==> config.mk <==
export PLATFORM = sky130hd
export DESIGN_NAME = fetch_unit_flat
export DESIGN_NICKNAME = d
export VERILOG_FILES = /design/src/rtl/fetch_unit_if.sv /design/src/rtl/fetch_unit.sv /design/src/flat_wrapper.sv
export SDC_FILE = /design/constraint.sdc
export NUM_CORES = 1
export LEC_CHECK = 0
export CAP_MARGIN = 20
export CORE_ASPECT_RATIO = 1.75
export CORE_UTILIZATION = 43
export CTS_BUF_LIST = sky130_fd_sc_hd__clkbuf_4 sky130_fd_sc_hd__clkbuf_8
export CTS_CLUSTER_SIZE = 20
export DETAILED_ROUTE_END_ITERATION = 6
export PLACE_DENSITY = 0.95
export SETUP_SLACK_MARGIN = 0.5
export SYNTH_ARGS = -nofsm -noshare
export SYNTH_HDL_FRONTEND = slang
export SYNTH_SLANG_ARGS = --single-unit
==> constraint.sdc <==
create_clock -name CLK -period 2.01 [get_ports CLK]
set_input_delay 0.5025 -clock CLK [delete_from_list [all_inputs] [get_ports CLK]]
set_output_delay 0.5025 -clock CLK [all_outputs]
set_load 0.01 [all_outputs]
==> src/rtl/fetch_unit_if.sv <==
// Instruction-memory read port shared by the fetch unit and the memory model.
interface fetch_unit_if #(
  parameter int unsigned DATA_WIDTH = 16
);
  logic                  mem_req;
  logic [DATA_WIDTH-1:0] mem_addr;
  logic [DATA_WIDTH-1:0] mem_rdata;
  logic                  mem_ready;

  modport master (
    output mem_req,
    output mem_addr,
    input  mem_rdata,
    input  mem_ready
  );

  modport slave (
    input  mem_req,
    input  mem_addr,
    output mem_rdata,
    output mem_ready
  );
endinterface

==> src/rtl/fetch_unit.sv <==
// Fetch unit for the multicycle datapath: it holds the PC and the IR, and it
// fetches instruction words over a req/ready handshake. It raises stall while
// a fetch is outstanding so the control FSM holds its state.
module fetch_unit #(
  parameter int unsigned           DATA_WIDTH = 16,
  parameter logic [DATA_WIDTH-1:0] RESET_PC   = '0,
  parameter int unsigned           OP_MSB     = 15
) (
  input  logic                  CLK,
  input  logic                  Reset,
  input  logic                  IRWrite,
  input  logic                  PCWrite,
  input  logic                  PCWriteCond,
  input  logic                  Zero,
  input  logic [1:0]            PCSource,
  input  logic [DATA_WIDTH-1:0] ALUResult,
  input  logic [DATA_WIDTH-1:0] ALUOut,
  fetch_unit_if.master          mem,
  output logic [DATA_WIDTH-1:0] pc,
  output logic [DATA_WIDTH-1:0] instr,
  output logic [3:0]            op,
  output logic                  stall,
  output logic                  fetch_done
);

  typedef enum logic {
    S_IDLE,
    S_WAIT
  } state_t;

  state_t                state, state_next;
  logic                  req_q, req_next;
  logic [DATA_WIDTH-1:0] fetch_addr, addr_next;
  logic [DATA_WIDTH-1:0] instr_next;
  logic                  stall_next;
  logic                  done_next;
  logic                  pc_load;
  logic [DATA_WIDTH-1:0] pc_src_val;
  logic [DATA_WIDTH-1:0] pc_next;

  assign mem.mem_req  = req_q;
  assign mem.mem_addr = fetch_addr;
  assign op           = instr[OP_MSB -: 4];

  // State register
  always_ff @(posedge CLK) begin
    if (Reset) begin
      state <= S_IDLE;
    end else begin
      state <= state_next;
    end
  end

  // Next-state logic and next values for the registered handshake outputs
  always_comb begin
    state_next = state;
    req_next   = req_q;
    addr_next  = fetch_addr;
    instr_next = instr;
    stall_next = stall;
    done_next  = 1'b0;
    case (state)
      S_IDLE: begin
        if (IRWrite) begin
          addr_next  = pc;
          req_next   = 1'b1;
          stall_next = 1'b1;
          state_next = S_WAIT;
        end
      end
      S_WAIT: begin
        if (mem.mem_ready) begin
          instr_next = mem.mem_rdata;
          req_next   = 1'b0;
          stall_next = 1'b0;
          done_next  = 1'b1;
          state_next = S_IDLE;
        end
      end
      default: state_next = S_IDLE;
    endcase
  end

  // PC next-value select; the loaded value is forced to halfword alignment
  always_comb begin
    pc_load = PCWrite | (PCWriteCond & Zero);
    case (PCSource)
      2'd0:    pc_src_val = ALUResult;
      2'd1:    pc_src_val = ALUOut;
      2'd2:    pc_src_val = {pc[DATA_WIDTH-1:12], instr[11:0]};
      default: pc_src_val = pc;
    endcase
    pc_next = pc_load ? {pc_src_val[DATA_WIDTH-1:1], 1'b0} : pc;
  end

  // Registered outputs. fetch_addr samples the pre-edge pc, so a PC load on
  // the same edge as IRWrite leaves the fetch pointing at the old PC.
  always_ff @(posedge CLK) begin
    if (Reset) begin
      pc         <= RESET_PC;
      instr      <= '0;
      fetch_addr <= '0;
      req_q      <= 1'b0;
      stall      <= 1'b0;
      fetch_done <= 1'b0;
    end else begin
      pc         <= pc_next;
      instr      <= instr_next;
      fetch_addr <= addr_next;
      req_q      <= req_next;
      stall      <= stall_next;
      fetch_done <= done_next;
    end
  end

endmodule

==> src/flat_wrapper.sv <==
// flat-port wrapper written by rule: the top's interface ports become plain ports
module fetch_unit_flat 
#(
  parameter int unsigned           DATA_WIDTH = 16,
  parameter logic [DATA_WIDTH-1:0] RESET_PC   = '0,
  parameter int unsigned           OP_MSB     = 15
)
  (CLK, Reset, IRWrite, PCWrite, PCWriteCond, Zero, PCSource, ALUResult, ALUOut, pc, instr, op, stall, fetch_done, mem_mem_req, mem_mem_addr, mem_mem_rdata, mem_mem_ready);
  fetch_unit_if #(.DATA_WIDTH(DATA_WIDTH)) mem_i ();
  input  logic CLK;
  input  logic Reset;
  input  logic IRWrite;
  input  logic PCWrite;
  input  logic PCWriteCond;
  input  logic Zero;
  input  logic [1:0] PCSource;
  input  logic [DATA_WIDTH-1:0] ALUResult;
  input  logic [DATA_WIDTH-1:0] ALUOut;
  output logic [DATA_WIDTH-1:0] pc;
  output logic [DATA_WIDTH-1:0] instr;
  output logic [3:0] op;
  output logic stall;
  output logic fetch_done;
  output wire logic [$bits(mem_i.mem_req)-1:0] mem_mem_req;
  output wire logic [$bits(mem_i.mem_addr)-1:0] mem_mem_addr;
  input wire logic [$bits(mem_i.mem_rdata)-1:0] mem_mem_rdata;
  input wire logic [$bits(mem_i.mem_ready)-1:0] mem_mem_ready;
  assign mem_mem_req = mem_i.mem_req;
  assign mem_mem_addr = mem_i.mem_addr;
  assign mem_i.mem_rdata = mem_mem_rdata;
  assign mem_i.mem_ready = mem_mem_ready;
  fetch_unit #(.DATA_WIDTH(DATA_WIDTH), .RESET_PC(RESET_PC), .OP_MSB(OP_MSB)) u_core (.CLK(CLK), .Reset(Reset), .IRWrite(IRWrite), .PCWrite(PCWrite), .PCWriteCond(PCWriteCond), .Zero(Zero), .PCSource(PCSource), .ALUResult(ALUResult), .ALUOut(ALUOut), .mem(mem_i), .pc(pc), .instr(instr), .op(op), .stall(stall), .fetch_done(fetch_done));
endmodule
==> impl_metrics.csv <==
group,metric,value,unit
sta,timing.fmax,0.678,GHz
synthesis,yosysTopAreaCell,"dfxtp_1",
global_routing,antenna_violations_before_repair,0,
sta,totalNegativeSetupSlack,0,ns
clock_tree,clock_tree_from_tritoncts,"built",
synthesis,synth_warnings,0,
route,drt_first_pass_iters,4,
floorplanning,die_area,5180,sq um
route,drt_first_iter_violations,38,
pwr,ir_worst_vdd,542,uV
floorplanning,floorplan_core_area,4710,sq um
global_routing,globalRouteMet1Util,0.237,
final_layout,final_antenna_diode_count,0,
clock_tree,cts-root-to-sink-buffers,2,
final_layout,layout.filler_cells,382,
floorplanning,fp.dieH,94.5,microns
final_layout,finish.net_count,382,
synthesis,synth_top_family_by_area,"compound AO/OA/AOI/OAI gates",
route,drt_antenna_net_count,0,
synthesis,synthSimpleGateAreaFrac,0.145,
route,routed_wirelength,5820,microns
global_routing,met3_usage,0.0386,
synthesis,synth-edff-count,0,
sta,fin_max_slew_vios,0,
setup_path,cp.required,1.51,ns
pwr,total_power_divided_by_cell_area,632,nW/um^2
flow_run,cap_violations,0,
synthesis,syn-mean-instance-area,9.47,sq um
global_routing,groute.usage.overall,0.234,
pwr,leakage_power,1.50,nW
setup_path,cp_num_buf_inv,1,
global_routing,met2_usage,0.432,
synthesis,synth.lib_cells_used.distinct,27,
setup_path,arrival,0.97,ns
synthesis,netlist.area_leader.share,0.467,
route,dr_vias,1970,
clock_tree,cts_buffers,5,
synthesis,synth-compound-area-share,0.218,
synthesis,synth-seq-cells,49,
setup_path,setup.worst_path.end_class,"output pin",
floorplanning,io_pins,112,
route,remaining_drc_errors,0,
global_routing,global_route_hottest_layer,"met2",
setup_path,critical_path.max_fanout,3,
place,io_buffers,107,
setup_path,cp_top_family,"flip-flops",
place,finalWeightedCongestion,0.739,
synthesis,adder_cell_area_share_of_the_yosys_netlist,0,
sta,finalCriticalPeriod,1.48,ns
min_path,timing.hold.worst.class,"reg -> reg",
sta,min_period_over_period,0.734,
synthesis,synthesis.instances,222,
clock_tree,h_tree_level_count,2,
global_routing,globalRoute.totalOverflow,0,
synthesis,synthMuxAreaShare,0.0869,
run_status,outcome,"complete, no violations",
synthesis,sequential_share_of_the_synthesized_area,0.467,
setup_path,worstPathCellList,"dlygate4sd2_1",
synthesis,synthXorXnorAreaFrac,0,
clock_tree,cts-root-buf,"clkbuf_8",
floorplanning,die_width,54.9,microns
final_layout,syn2layout_area_growth,56.3,%
clock_tree,worstSkewPairLatency,0.29,ns
sta,grt_setup_unrepaired,"true",
final_layout,instances_no_fill,378,
final_layout,post_route_cells_drive_above_1_share,0.135,
place,post-place-cells,366,
global_routing,grt_first_pass_wirelength,8840,microns
synthesis,synthesis.area,2100,sq um
synthesis,synth_flop_cell,"dfxtp_1",
synthesis,synth_commonest_cells,"dfxtp_1 (49), nand2_1 (42), a21oi_1 (37), a22o_1 (16), o21ai_1 (11)",
synthesis,synth_most_common_cell,"dfxtp_1",
global_routing,first_global_vias,1958,
setup_path,crit_path_start_kind,"flip-flop",
clock_tree,cts.sinks,49,
sta,report.final.setup_viol,0,
place,detailedPlacementHpwl,4260,microns
sta,finalHoldViolations,0,
setup_path,worst-setup-path-type,"reg -> out",
route,routed_via_density,5.21,
floorplanning,row_count,33,
setup_path,slowest_stage,"dfxtp_1",
floorplanning,initial_core_util,0.447,
sta,timing.clock.skew,0.00286,ns
clock_tree,clkSlewWorstSetupHoldPaths,0.08,ns
route,routed_wire_length_per_instance,15.4,microns
setup_path,timing.critical_path.slowest_cell_delay,0.36,ns
synthesis,netlist_top_cells_area,"dfxtp_1 (47%), a21oi_1 (8.8%), nand2_1 (7.5%), a22o_1 (6.7%), mux2_4 (3.6%)",
global_routing,grt_start_max_net_pins,31,
synthesis,synth_async_sr_flop_share,0,
logic make-up (layout without fill, tap and decap cells):
logic type      after synthesis  count (layout)
compound gates               73              73
other cells                   1               2
simple gates                 61              61
mux                          15              15
flops                        49              49
buf+inv                      23             126
what timing repair did:
| item | in CTS | in global routing |
|---|---|---|
| setup buffers | 1 | 2 |
| gates resized for setup | 57 | 11 |
| hold buffers | 0 | 0 |
| pin swaps | 1 | 1 |
| cloned | 1 | 0 |
| endpoints found under the setup margin | 64 | 22 |
cell type report:
cell class	count	area, sq um	share of cell area
timing repair buffer	118	1170	0.356
tap	52	65.1	0.0198
multi-input combinational	151	972	0.296
sequential	49	986	0.300
clock buffer	8	91.3	0.0278
per-layer routing:
| layer | part of all wire | vias up |
|---|---|---|
| li1 | - | 964 |
| met1 | 0.35 | 910 |
| met2 | 0.58 | 79 |
| met3 | 0.039 | 17 |
| met4 | 0.036 | 0 |
| met5 | 0 | - |
per-stage QoR:
step	total power, mW	cell area, sq um	hold slack [ns]	setup WS, ns	util
after global routing	2.17	3290	0.476	0.496	0.698
after detailed placement	1.52	3140	0.449	0.0663	0.666
after global placement	1.50	3140	0.441	0.116	0.666
after floorplan	1.28	2110	0.481	0.673	-
final	2.08	3290	0.455	0.535	0.698
after CTS	2.07	3210	0.458	0.280	0.682
power breakdown:
| part | switching (mW) | leakage, nW | internal (mW) |
|---|---|---|---|
| clock | 0.295 | 0.0498 | 0.288 |
| combinational | 0.182 | 1.04 | 0.250 |
| sequential | 0.0392 | 0.402 | 1.02 |
sequential cells by signal (all words and copies together) (netlist names):
| register | cells |
|---|---|
| u_core.fetch_done | 1 |
| u_core.instr | 16 |
| u_core.mem.mem_addr | 15 |
| u_core.pc | 15 |
| u_core.stall | 1 |
| u_core.state | 1 |
layout by cell type, fill, tap and decap left out, types with 3 or more instances in the layout:
cell	instances
a21oi_1	37
dfxtp_1	45
nand2_1	42
buf_12	3
mux2i_1	4
dfxtp_2	4
nor2_1	4
buf_6	3
a211oi_1	4
dlygate4sd2_1	51
a22o_1	16
clkbuf_8	5
mux2_4	5
clkdlybuf4s50_1	51
clkbuf_4	3
mux2_2	6
nand2b_1	7
o21ai_1	11
buf_4	4
nand2b_4	4
dlymetal6s2s_1	3
final timing paths:
path	start	end	slack, ns	cells after the start
worst max-delay path	u_core.pc[11]$_SDFFE_PP0P_	pc[11]	0.53	1
worst min-delay path	u_core.mem.mem_addr[3]$_SDFFE_PP0P_	u_core.mem.mem_addr[3]$_SDFFE_PP0P_	0.45	2
worst max register to register	u_core.state$_SDFF_PP0_	u_core.instr[11]$_SDFFE_PP0P_	0.86	3
worst min register to register	u_core.mem.mem_addr[3]$_SDFFE_PP0P_	u_core.mem.mem_addr[3]$_SDFFE_PP0P_	0.45	2
Note: power is estimated with default switching activity, not from simulation.
